$ cat src/rtl/fifo_wr_arbiter_pkg.sv
// Shared definitions for the FIFO write-side arbiter: FSM state encoding,
// beat counter width and a constant clog2 helper usable in parameter lists.
package fifo_wr_arbiter_pkg;

    typedef enum logic {
        ST_IDLE  = 1'b0,
        ST_BURST = 1'b1
    } arb_state_e;

    // Beat counter is a fixed 8 bits so any BURST in 1..255 fits without wrap.
    localparam int BEAT_W = 8;

    function automatic int clog2(input int value);
        int r;
        r = 0;
        while ((1 << r) < value) begin
            r++;
        end
        return r;
    endfunction

endpackage

$ cat src/rtl/fifo_wr_arbiter_rr_pick.sv
// Combinational round-robin picker: returns the first set request bit found
// when searching last+1, last+2, ... with wrap-around modulo N_REQ.
module rr_pick #(
    parameter int N_REQ = 4,
    parameter int TAG_W = 2
) (
    input  logic [N_REQ-1:0] req,
    input  logic [TAG_W-1:0] last,
    output logic [TAG_W-1:0] pick,
    output logic             any
);

    // cand[k] is the requester index examined at search position k.
    logic [TAG_W-1:0] cand [N_REQ];

    genvar gi;
    generate
        for (gi = 0; gi < N_REQ; gi++) begin : g_cand
            assign cand[gi] = TAG_W'((int'(last) + gi + 1) % N_REQ);
        end
    endgenerate

    // Scan candidates in rotating order; the earliest hit wins.
    always_comb begin
        pick = '0;
        any  = 1'b0;
        for (int k = 0; k < N_REQ; k++) begin
            if (!any && req[cand[k]]) begin
                any  = 1'b1;
                pick = cand[k];
            end
        end
    end

endmodule

$ cat src/rtl/fifo_wr_arbiter.sv
// Round-robin write-side arbiter sharing one FIFO write port among N_REQ
// producers. A grantee keeps the port for up to BURST words; every word is
// tagged with its producer index and staged in a one-entry output register
// that drives the FIFO write pins whenever the FIFO is not full.
module fifo_wr_arbiter
    import fifo_wr_arbiter_pkg::*;
#(
    parameter  int N_REQ      = 4,
    parameter  int DATA_WIDTH = 8,
    parameter  int BURST      = 4,
    localparam int TAG_W      = clog2(N_REQ)
) (
    input  logic                        clk,
    input  logic                        rst_n,
    input  logic [N_REQ-1:0]            req_valid,
    input  logic [N_REQ*DATA_WIDTH-1:0] req_data,
    output logic [N_REQ-1:0]            req_ready,
    output logic                        fifo_we,
    output logic [TAG_W+DATA_WIDTH-1:0] fifo_d,
    input  logic                        fifo_full,
    output logic [TAG_W-1:0]            grant_id,
    output logic                        busy
);

    localparam logic [BEAT_W-1:0] BURST_LEN = BEAT_W'(BURST);
    // Reset "last" to the top index so requester 0 is searched first.
    localparam logic [TAG_W-1:0]  LAST_RST  = TAG_W'(N_REQ - 1);

    generate
        if (DATA_WIDTH + TAG_W > 16) begin : g_width_check
            $error("fifo_wr_arbiter: DATA_WIDTH + TAG_W exceeds the 16-bit FIFO word");
        end
        if (N_REQ < 2 || N_REQ > 8) begin : g_nreq_check
            $error("fifo_wr_arbiter: N_REQ must be in 2..8");
        end
        if (BURST < 1 || BURST > 255) begin : g_burst_check
            $error("fifo_wr_arbiter: BURST must be in 1..255");
        end
    endgenerate

    arb_state_e                  state_q, state_d;
    logic [TAG_W-1:0]            grant_q, grant_d;
    logic [TAG_W-1:0]            last_q, last_d;
    logic [BEAT_W-1:0]           beat_cnt_q, beat_cnt_d;
    logic [BEAT_W-1:0]           beat_inc;
    logic                        out_vld_q, out_vld_d;
    logic [TAG_W+DATA_WIDTH-1:0] out_data_q, out_data_d;

    logic [TAG_W-1:0]            pick;
    logic                        pick_any;
    logic                        grant_ready;
    logic                        grant_valid;
    logic                        handshake;
    logic [DATA_WIDTH-1:0]       grant_word;

    rr_pick #(
        .N_REQ (N_REQ),
        .TAG_W (TAG_W)
    ) u_pick (
        .req  (req_valid),
        .last (last_q),
        .pick (pick),
        .any  (pick_any)
    );

    // State register plus beat counter and output stage; reset discards any held word.
    always_ff @(posedge clk or negedge rst_n) begin
        if (!rst_n) begin
            state_q    <= ST_IDLE;
            grant_q    <= '0;
            last_q     <= LAST_RST;
            beat_cnt_q <= '0;
            out_vld_q  <= 1'b0;
            out_data_q <= '0;
        end else begin
            state_q    <= state_d;
            grant_q    <= grant_d;
            last_q     <= last_d;
            beat_cnt_q <= beat_cnt_d;
            out_vld_q  <= out_vld_d;
            out_data_q <= out_data_d;
        end
    end

    // Next-state logic: pick a grantee in IDLE, count beats and detect burst end in BURST.
    always_comb begin
        state_d    = state_q;
        grant_d    = grant_q;
        last_d     = last_q;
        beat_cnt_d = beat_cnt_q;
        out_vld_d  = out_vld_q;
        out_data_d = out_data_q;
        beat_inc   = beat_cnt_q + BEAT_W'(1);

        case (state_q)
            ST_IDLE: begin
                if (pick_any) begin
                    state_d    = ST_BURST;
                    grant_d    = pick;
                    beat_cnt_d = '0;
                end
            end
            ST_BURST: begin
                if (handshake) begin
                    beat_cnt_d = beat_inc;
                    if (beat_inc == BURST_LEN) begin
                        state_d = ST_IDLE;
                        last_d  = grant_q;
                    end
                end else if (grant_ready && !grant_valid) begin
                    // Grantee had a free slot but offered nothing: it has dropped out.
                    state_d = ST_IDLE;
                    last_d  = grant_q;
                end
            end
            default: state_d = ST_IDLE;
        endcase

        // A fresh word refills the register even in the cycle the old one drains.
        if (handshake) begin
            out_vld_d  = 1'b1;
            out_data_d = {grant_q, grant_word};
        end else if (fifo_we) begin
            out_vld_d  = 1'b0;
        end
    end

    // Output decode: FIFO write pins, ready for the grantee only, status flags.
    always_comb begin
        fifo_we     = out_vld_q & ~fifo_full;
        grant_ready = (state_q == ST_BURST) & (~out_vld_q | fifo_we);
        req_ready   = '0;
        if (grant_ready) begin
            req_ready[grant_q] = 1'b1;
        end
        grant_valid = req_valid[grant_q];
        grant_word  = req_data[grant_q*DATA_WIDTH +: DATA_WIDTH];
        handshake   = grant_ready & grant_valid;
        fifo_d      = out_data_q;
        grant_id    = grant_q;
        busy        = (state_q == ST_BURST) | out_vld_q;
    end

endmodule

$ cat config.mk
export PLATFORM = sky130hd
export DESIGN_NAME = fifo_wr_arbiter
export DESIGN_NICKNAME = d
export VERILOG_FILES = /design/src/rtl/fifo_wr_arbiter_pkg.sv /design/src/rtl/fifo_wr_arbiter_rr_pick.sv /design/src/rtl/fifo_wr_arbiter.sv
export SDC_FILE = /design/constraint.sdc
export NUM_CORES = 1
export LEC_CHECK = 0
export CAP_MARGIN = 20
export CORE_MARGIN = 1
export CORE_UTILIZATION = 39
export CTS_BUF_LIST = sky130_fd_sc_hd__clkbuf_8
export DETAILED_ROUTE_END_ITERATION = 8
export GPL_ROUTABILITY_DRIVEN = 0
export PLACE_DENSITY = 0.69
export SYNTH_ARGS = -nofsm -noshare
export SYNTH_HDL_FRONTEND = slang
export SYNTH_HIERARCHICAL = 1
export SYNTH_SLANG_ARGS = --single-unit
export TNS_END_PERCENT = 100
$ cat constraint.sdc
create_clock -name clk -period 5.05 [get_ports clk]
set_input_delay 1.01 -clock clk [delete_from_list [all_inputs] [get_ports clk]]
set_output_delay 1.01 -clock clk [all_outputs]
set_load 0.02 [all_outputs]
Word level (Yosys, flattened, before mapping):

Index checks and enable logic that the tools add are counted.

* reductions and logical operators: 14
* equal/unequal tests: 4
* bitwise gates (word level): 8
* $add $sub $neg: 7
* shift-type cells: 1
* mux-type cells: 34
* magnitude comparators: 6

Operator list (number)
* indexed part select 32 x 6 -> 8 bit: 1
* two-way mux 1 bit: 16
* two-way mux 8 bit: 2
* one-hot mux 8 bit (2 select lines): 1
* less-than comparator 2 x 3 -> 1 bit (second input constant): 5
* two-way mux 2 bit: 7
* adder 2 bit (second input constant): 5
* binary-select mux 1 bit (select 2 bit): 5
* adder 8 x 1 -> 8 bit (second input constant): 1
* == test 8 x 3 -> 1 bit (second input constant): 1
* logical AND 1 bit: 5
* zero test 1 bit: 4
* two-way mux 4 bit: 1
* inequality test 2 x 1 -> 1 bit (second input constant): 2
* AND reduction 2 bit: 2
* nonzero test 2 bit: 2
* AND 1 bit: 3
* inverter 1 bit: 3
* AND reduction 3 bit: 1
* adder 2 x 1 -> 2 bit (second input constant): 1
* demux 1 bit (select 2 bit): 1
* >= comparator 2 x 1 -> 1 bit (second input constant): 1
* inequality test 2 bit (second input constant): 1
* bitwise OR 1 bit: 2
* one-hot mux 1 bit (2 select lines): 1

* register bits after elaboration: 24
* output and inout port bits: 18

Logic depth before layout (Yosys ltp):

Gate-level depths: netlist of the first run.

* depth in word-level cells: 15
* mapped depth: 7
* depth with buffers taken out: 6

Hierarchy:

Netlist of the first run, hierarchy kept.

By module, submodules not included
* fifo_wr_arbiter: times used 1, cells an instance 148, area each 1450.1 sq um
* rr_pick: times used 1, cells an instance 14, area each 91.3 sq um

Worst setup path before layout of the first run:

OpenSTA, ideal clock, no wires.

* kind: input-to-output
* from: input port fifo_full
* to: output port req_ready[2]
* cell stages on the path: 3
* buffers on the path: 0
* required time: 4.040 ns
* setup slack: 2.366 ns
* arrival time: 1.674 ns
* cells stage by stage: nand2_1 nand2_1 nor3b_1

* word-level cells in the longest chain between the ends: 5

Ends and longest elaborated chain
* start: declaration: RTL line fifo_wr_arbiter.sv:20 `input logic fifo_full,`
* inverter 1 bit: RTL line fifo_wr_arbiter.sv:130 `fifo_we = out_vld_q & ~fifo_full;`
* AND 1 bit: RTL line fifo_wr_arbiter.sv:130
* bitwise OR 1 bit: RTL line fifo_wr_arbiter.sv:131 `grant_ready = (state_q == ST_BURST) & (~out_vld_q | fifo_we);`
* AND 1 bit: RTL line fifo_wr_arbiter.sv:131
* two-way mux 4 bit: RTL line fifo_wr_arbiter.sv:133 `if (grant_ready) begin`
* end: declaration: RTL line fifo_wr_arbiter.sv:17 `output logic [N_REQ-1:0] req_ready,`

Every way passes these cells.

Worst setup path after layout of the first run:

* from: input port fifo_full
* to: output port req_ready[1]

Same word-level chain as after synthesis.

==> results of run 1 <==
-- cell type report --
cell class	count	area (um2)
Clock buffer	4	55.05
Fill cell	307	1534
Multi-Input combinational cell	123	853.3
Sequential cell	24	603.1
Tap cell	48	60.06
Inverter	6	22.52
Timing Repair Buffer	57	588.1
-- state kept, by name (all words and copies together) (netlist names) --
signal,count
beat_cnt_q,8
fifo_d,10
grant_id,2
last_q,2
out_vld_q,1
state_q,1
-- through the flow --
| stage | setup slack (ns) | total power, mW |
|---|---|---|
| floorplan | 2.366 | 0.8023 |
| global placement | 1.319 | 0.9941 |
| detailed placement | 1.253 | 1.015 |
| CTS | 1.247 | 1.147 |
| global route | 1.156 | 1.229 |
| finish | 1.246 | 1.140 |
-- placed cells by master (no fill, tap or decap), types with 4 or more instances in the layout --
cell type        instances
clkbuf_8                 4
clkdlybuf4s50_1         56
inv_1                    6
nand2b_1                 4
nand3_1                  5
mux4_2                   8
nor2_1                   6
a21oi_1                  5
nand4_1                  4
o21ai_0                  5
nand2_1                 48
dfrtp_1                 22
-- worst paths after layout --
path                            slack [ns]        start            end
worst max register to register        2.67  grant_id[0]  beat_cnt_q[6]
worst min-delay path                  0.48    fifo_d[8]      fifo_d[8]
min in group asynchronous             0.98        rst_n      fifo_d[4]
max in group asynchronous             3.60        rst_n      last_q[0]
worst min register to register        0.48    fifo_d[8]      fifo_d[8]
worst max-delay path                  1.25    fifo_full   req_ready[1]
-- metal layers --
metal	part of all wire [%]	wire, um
met5	0	0
met4	1.3	51
met3	7.7	307
met2	48	1923
met1	43	1712
-- critical path, cell delays in order --
cell             delay [ns]
clkdlybuf4s50_1        0.49
a21boi_4               0.36
nand2_1                0.15
nor2_1                 0.16
clkdlybuf4s50_1        0.62
-- Yosys cell counts (all sizes together) (3+ instances only) --
master,number,share of area [%]
buf,6,3.3
nand2b,4,1.6
nor2,6,1.5
clkbuf,3,0.73
mux4,9,13
o21ai,7,2.3
inv,6,1.5
nand3,5,1.6
nand2,49,12
nand4,4,1.6
a21oi,7,3.2
dfrtp,22,36
-- power breakdown --
part	switching [mW]	internal, mW	total [mW]
Sequential	0.107	0.272	0.379
Combinational	0.317	0.315	0.632
Clock	0.0595	0.0696	0.129
-- cell families (layout without fill, tap and decap cells) --
logic type      Yosys count  after routing
buf+inv                  15             67
xor+xnor                  3              3
mux                      10             10
simple gates             83             83
compound gates           26             26
fa+ha+maj                 1              1
flops                    24             24
==> results.cfg, run 1 <==
[placement]
dp.final_hpwl_um = 2965
postPlaceCellArea_mm2 = 0.002100
dp.cells = 257
port_buffers = 56

[yosys]
synthArstFlopShare_pct = 100.0
synth_fp_nets = 202
synth_seq_cells = 24
avgSynthCellArea_um2 = 9.515
seq_area_frac_synth_pct = 39.12
netlist_area_mm2 = 0.001541
synth-main-ff-cell = dfrtp_1
yosys.area_share.simple_pct = 25.49
synthDistinctLibCells = 44
netlist_instances = 162
synth_xor_area_share_pct = 1.705
synth_edf_count = 0
synthMuxAreaShare_pct = 14.04
synth_fa_ha_area_share_pct = 0.8117
yosys_warnings = 6
synth_top_family_by_area = simple AND/OR/NAND/NOR gates
synth-compound-area-share_pct = 13.31

[floorplanning]
pin_count = 57
fp.dieH_um = 64.87
coreArea_mm2 = 0.003716
num_rows = 22
start_util_pct = 41.48
dieArea_mm2 = 0.004208
die_x_um = 64.87

[global_routing]
grt_pass1_wl_um = 6486
grt_use_met3_pct = 3.873
grt_busiest_layer = met2
antenna_found_initial = 0
use_met2_pct = 34.38
grt_pass1_vias = 1393
grt-ovfl-total = 0
grt_max_degree = 25
met1_usage_pct = 24.97
grtUsageTotal_pct = 19.93

[detailed_routing]
postRouteAntennaNets = 0
wire_per_inst_um = 15.25
wirelength_um = 3995
vias = 1402
viasPerCell = 5.351
first_pass_iters = 4
drt_iter0_markers = 42
drc = 0

[clocking]
clk_path_buf_depth = 2
cts-root-buf = clkbuf_8
cts_tree = done
cts_hold_buf = 0
cts_setup_buffers = 0
clk_latency_ns = 0.27
path_clk_slew_ns = 0.08
cts.repair.resized = 0
clock-sinks = 24
htreeDepth = 1
cts_made_buffers = 3

[critical_path]
reg2regPathDepth = 4
critical_path_class = in -> out
crit_fanout = 10
arrival_ns = 2.79
required_ns = 4.04
cp-end-kind = primary output
start_kind = input pin

[power]
power_density_mw_per_mm2 = 522.5
p_leak_nw = 0.9141
ir_drop_mv = 0.2169

[job]
maxCapViolCount = 0

[sta]
finalCritPeriodShare_pct = 75.33
setup_violations = 0
fmax_ghz = 0.2629
finalSetupTns_ns = 0
drv_slew = 0
period_minus_slack_ns = 3.804
hold_viol_final = 0
slew_headroom_pct = 50.06
whs_ns = 0.4769
fin_skew_ns = 0.003167
worst_pin_slew_ns = 0.7491
rsz0062_at_grt = false

[min_path]
min_path_type = reg -> reg
hold_depth = 2

[final_layout]
stdcell_area_mm2 = 0.002182
nNetsFinal = 255
finish.utilization_pct = 58.72
stdcell_count = 262
n_antenna_cell = 0
areaGrowthSynthToFinish_pct = 41.56
drive_gt1_share_pct = 11.68

[run_status]
status = finished clean
Power figures use the tool's default switching activity.
==> run 2, diff against run 1 <==
Clock period 5.05 ns to 3.5 ns, I/O delays scaled along.
==> results.cfg, run 2 (synthesis gave the netlist of run 1 again) <==
[run_status]
status = finished clean

[sta]
worst_pin_slew_ns = 0.6359
hold_viol_final = 0
drv_slew = 0
setup_violations = 0
finalCritPeriodShare_pct = 84.33
finalSetupTns_ns = 0
slew_headroom_pct = 57.61
fmax_ghz = 0.3388
period_minus_slack_ns = 2.951
fin_skew_ns = 0.009092
rsz0062_at_grt = false

[final_layout]
final_common_cell = clkdlybuf4s50_1
stdcell_area_mm2 = 0.002197
largest_reg_flops = 10
n_fill_cell = 325
drive_gt1_share_pct = 12.50
stdcell_count = 264
nNetsFinal = 257
n_antenna_cell = 0
final_cell_mix = 56 x clkdlybuf4s50_1, 48 x nand2_1, 22 x dfrtp_1
areaGrowthSynthToFinish_pct = 42.53

[critical_path]
required_ns = 2.80
crit_fanout = 3
start_kind = input pin
critPathSlowestCell = clkdlybuf4s50_1
critical_path_class = in -> out
crit_buf_inv = 2
path_cells = clkdlybuf4s50_1 -> nand2_1 -> nand2_1 -> nor3b_1 -> clkdlybuf4s50_1
critPathMaxStageDelay_ns = 0.63
arrival_ns = 2.25
critPathTopFamily = buffers and inverters
cp-end-kind = primary output

[global_routing]
grt_pass1_wl_um = 6948
grt_max_degree = 25
grt_pass1_vias = 1499
grt-ovfl-total = 0
antenna_found_initial = 0
grtUsageTotal_pct = 21.52

[min_path]
min_path_type = reg -> reg

[clocking]
cts_made_buffers = 3
clk_latency_ns = 0.27
cts_tree = done
cts_setup_buffers = 0
cts_hold_buf = 0
clk_path_buf_depth = 2
cts-root-buf = clkbuf_8
htreeDepth = 1
path_clk_slew_ns = 0.08
cts.repair.resized = 0
clock-sinks = 24

[job]
maxCapViolCount = 0

[placement]
postPlaceCellArea_mm2 = 0.002115
dp.final_hpwl_um = 3179
dp.cells = 259
port_buffers = 56

[detailed_routing]
wire_per_inst_um = 16.19
wirelength_um = 4274
drt_iter0_markers = 79
postRouteAntennaNets = 0
vias = 1474
drc = 0
first_pass_iters = 5
viasPerCell = 5.583

[floorplanning]
dieArea_mm2 = 0.004208
start_util_pct = 41.48
pin_count = 57
die_x_um = 64.87
fp.dieH_um = 64.87
num_rows = 22
coreArea_mm2 = 0.003716

[power]
ir_drop_mv = 0.2946
total_power_mw = 1.682
power_density_mw_per_mm2 = 765.8
p_leak_nw = 0.9238
## run 2: cell types whose count changed in the layout (fill, tap and decap cells not counted), sizes merged
cell | previous run | this run
buf | 1 | 3
## run 2: final timing paths
check | from | endpoint | slack, ns | cells past startpoint
min in group asynchronous | rst_n | fifo_d[4] | 0.67 | 1
min | fifo_d[9] | fifo_d[9] | 0.48 | 2
max | fifo_full | req_ready[2] | 0.55 | 5
max in group asynchronous | rst_n | last_q[1] | 2.37 | 2
max reg2reg | grant_id[1] | beat_cnt_q[6] | 1.37 | 4
min reg2reg | fifo_d[9] | fifo_d[9] | 0.48 | 2
## run 2: area by class of cell
type / instances / area, um2 / share of cell area [%]
timing repair buffer: 59 / 603.1 / 27.45
sequential: 24 / 603.1 / 27.45
inverter: 6 / 22.52 / 1.025
multi-input combinational: 123 / 853.3 / 38.84
tap: 48 / 60.06 / 2.733
clock buffer: 4 / 55.05 / 2.506
## run 2: worst min-delay path, cell delays in order (launching register included)
cell,delay [ns]
dfrtp_1,0.35
nand2_1,0.05
nand2_1,0.05
## run 2: power by group
part,total (mW),internal (mW),switching [mW]
registers,0.522,0.393,0.129
clock network,0.192,0.101,0.0914
logic,0.968,0.471,0.498
total,1.68,0.964,0.718
## run 2: per-layer routing
metal | part of all wire (%) | global-route usage [%] | routed length, um | vias up
met1 | 39 | 24.25 | 1654 | 705
li1 | - | - | - | 682
met3 | 8.0 | 3.697 | 341 | 8
met2 | 52 | 40.49 | 2221 | 79
met5 | 0 | 0 | 0 | -
met4 | 1.3 | 6.667 | 57 | 0
## run 2: through the flow
| stage | util, % | hold WS, ns | worst slack, ns |
|---|---|---|---|
| after floorplan | - | 0.4044 | 1.236 |
| after global placement | 56.90 | 0.4610 | 0.5783 |
| final | 59.12 | 0.4839 | 0.5486 |
| after global routing | 59.12 | 0.5141 | 0.4909 |
| after detailed placement | 56.90 | 0.4691 | 0.5297 |
| after CTS | 58.38 | 0.4897 | 0.5248 |
==> run 3, diff against run 2 <==
Settings changed: PLACE_DENSITY 0.69 to 0.72.
Clock period 3.5 ns to 2.6 ns, I/O delays scaled along.
==> results.cfg, run 3 (synthesis gave the netlist of run 1 again) <==
[run_status]
status = finished clean

[detailed_routing]
wl_met1_um = 1741
viasPerCell = 5.255
wirelength_um = 3910
route.met2.wl_um = 1864
drc = 0
first_pass_iters = 4
drt_iter0_markers = 58
wire_per_inst_um = 14.64
top_layer_used = met4
vias = 1403
postRouteAntennaNets = 0
dr_wl_met3_um = 257

[final_layout]
final_common_cell = clkdlybuf4s50_1
nNetsFinal = 260
n_antenna_cell = 0
areaGrowthSynthToFinish_pct = 42.37
final_cell_mix = 54 x clkdlybuf4s50_1, 48 x nand2_1, 22 x dfrtp_1
largest_reg_flops = 10
finish.utilization_pct = 59.06
stdcell_area_mm2 = 0.002195
n_fill_cell = 296
multiInputGateArea_um2 = 853.3
drive_gt1_share_pct = 13.24
ff_latch_area_um2 = 603.1

[critical_path]
cp-end-kind = primary output
path_cells = clkdlybuf4s50_1 -> a21boi_4 -> and3_1 -> clkdlybuf4s50_1
crit_fanout = 3
path_common_cell = clkdlybuf4s50_1
critical_path_class = in -> out
arrival_ns = 1.98
critPathMaxStageDelay_ns = 0.61
start_kind = input pin
critPathSlowestCell = clkdlybuf4s50_1
required_ns = 2.08

[sta]
finalCritPeriodShare_pct = 96.11
drv_slew = 0
rsz0062_at_grt = false
hold_viol_final = 0
fin_skew_ns = 0.002975
period_minus_slack_ns = 2.499
worst_pin_slew_ns = 0.4433
fmax_ghz = 0.4002
slew_headroom_pct = 70.45
finalSetupTns_ns = 0
setup_violations = 0
setup_ws_ns = 0.1011

[placement]
place_worst_setup_slack_ns = 0.04412
postPlaceCellArea_mm2 = 0.002145
dp.final_hpwl_um = 3018
port_buffers = 56

[global_routing]
grt_pass1_vias = 1359
grt_pass1_wl_um = 6127
grtUsageTotal_pct = 18.88
grt-ovfl-total = 0
grt_max_degree = 25
antenna_found_initial = 0

[clocking]
cts_made_buffers = 3
clk_latency_ns = 0.26
cts-root-buf = clkbuf_8
cts_tree = done
cts_hold_buf = 0
cts_setup_buffers = 0
path_clk_slew_ns = 0.08
clock-sinks = 24
htreeDepth = 1
clk_path_buf_depth = 2

[power]
pwr-share-seq_pct = 31.4
p_leak_nw = 0.9607
ir_drop_mv = 0.4199
sw_frac_of_total_pct = 42.29
share_comb_of_total_power_pct = 58.9
p_switching_mw = 0.9447
p_int_mw = 1.289
power_density_mw_per_mm2 = 1018
clkPwrFrac_pct = 9.8

[floorplanning]
num_rows = 22
dieArea_mm2 = 0.004208
start_util_pct = 41.48
die_x_um = 64.87
coreArea_mm2 = 0.003716
pin_count = 57
fp.dieH_um = 64.87

[job]
maxCapViolCount = 0

[min_path]
min_path_type = reg -> reg
run 3: cell types whose count changed in the layout (fill, tap and decap cells not counted):
cell and change:
clkbuf_8 -1, dlymetal6s2s_1 +2, inv_1 +1, buf_4 +4, buf_16 -1, clkdlybuf4s50_1 -2
run 3: cell type report:
type	instances	area share [%]
multi-input cells	123	38.88
repair buffers	62	27.82
flip-flops and latches	24	27.48
well taps	48	2.737
clock buffers	3	1.881
inverters	6	1.026
clock inverters	1	0.1710
run 3: per-layer routing:
| metal | global-route usage (%) | up-vias |
|---|---|---|
| li1 | - | 688 |
| met4 | 5.833 | 0 |
| met2 | 32.81 | 54 |
| met1 | 23.75 | 656 |
| met3 | 2.993 | 5 |
| met5 | 0 | - |
run 3: through the flow:
stage	std cells	power, mW	hold slack, ns
2_1_floorplan	162	1.558	0.2244
3_3_place_gp	263	1.990	0.4583
3_5_place_dp	263	2.032	0.4612
4_1_cts	267	2.258	0.4815
5_1_grt	267	2.392	0.5055
6_report	267	2.234	0.4782
run 3: power by group through the flow:
stage	registers (mW)	logic, mW	clock network (mW)
3_5_place_dp	0.707	1.33	0
4_1_cts	0.699	1.33	0.227
3_3_place_gp	0.700	1.29	0
5_1_grt	0.729	1.42	0.245
6_report	0.700	1.31	0.219
2_1_floorplan	0.745	0.813	0
run 3: critical path, delay by kind of cell:
family | cells | cell delay (ns)
buf+inv | 2 | 1.09
compound gates | 1 | 0.19
simple gates | 1 | 0.18
run 3: what timing repair did:
item | CTS | global route
setup endpoints to repair | 0 | 2
gates resized for setup | 0 | 2
hold endpoints to repair | 0 | 0
run 3: final timing paths:
kind / depth (start not counted) / to / start / slack (ns)
setup / recovery: 4 / req_ready[3] / fifo_full / 0.10
hold / removal: 2 / fifo_d[4] / fifo_d[4] / 0.48
setup reg to reg: 3 / beat_cnt_q[6] / grant_id[0] / 0.56
hold reg to reg: 2 / fifo_d[4] / fifo_d[4] / 0.48
max in group asynchronous: 2 / last_q[0] / rst_n / 1.70
min in group asynchronous: 2 / fifo_d[5] / rst_n / 0.61
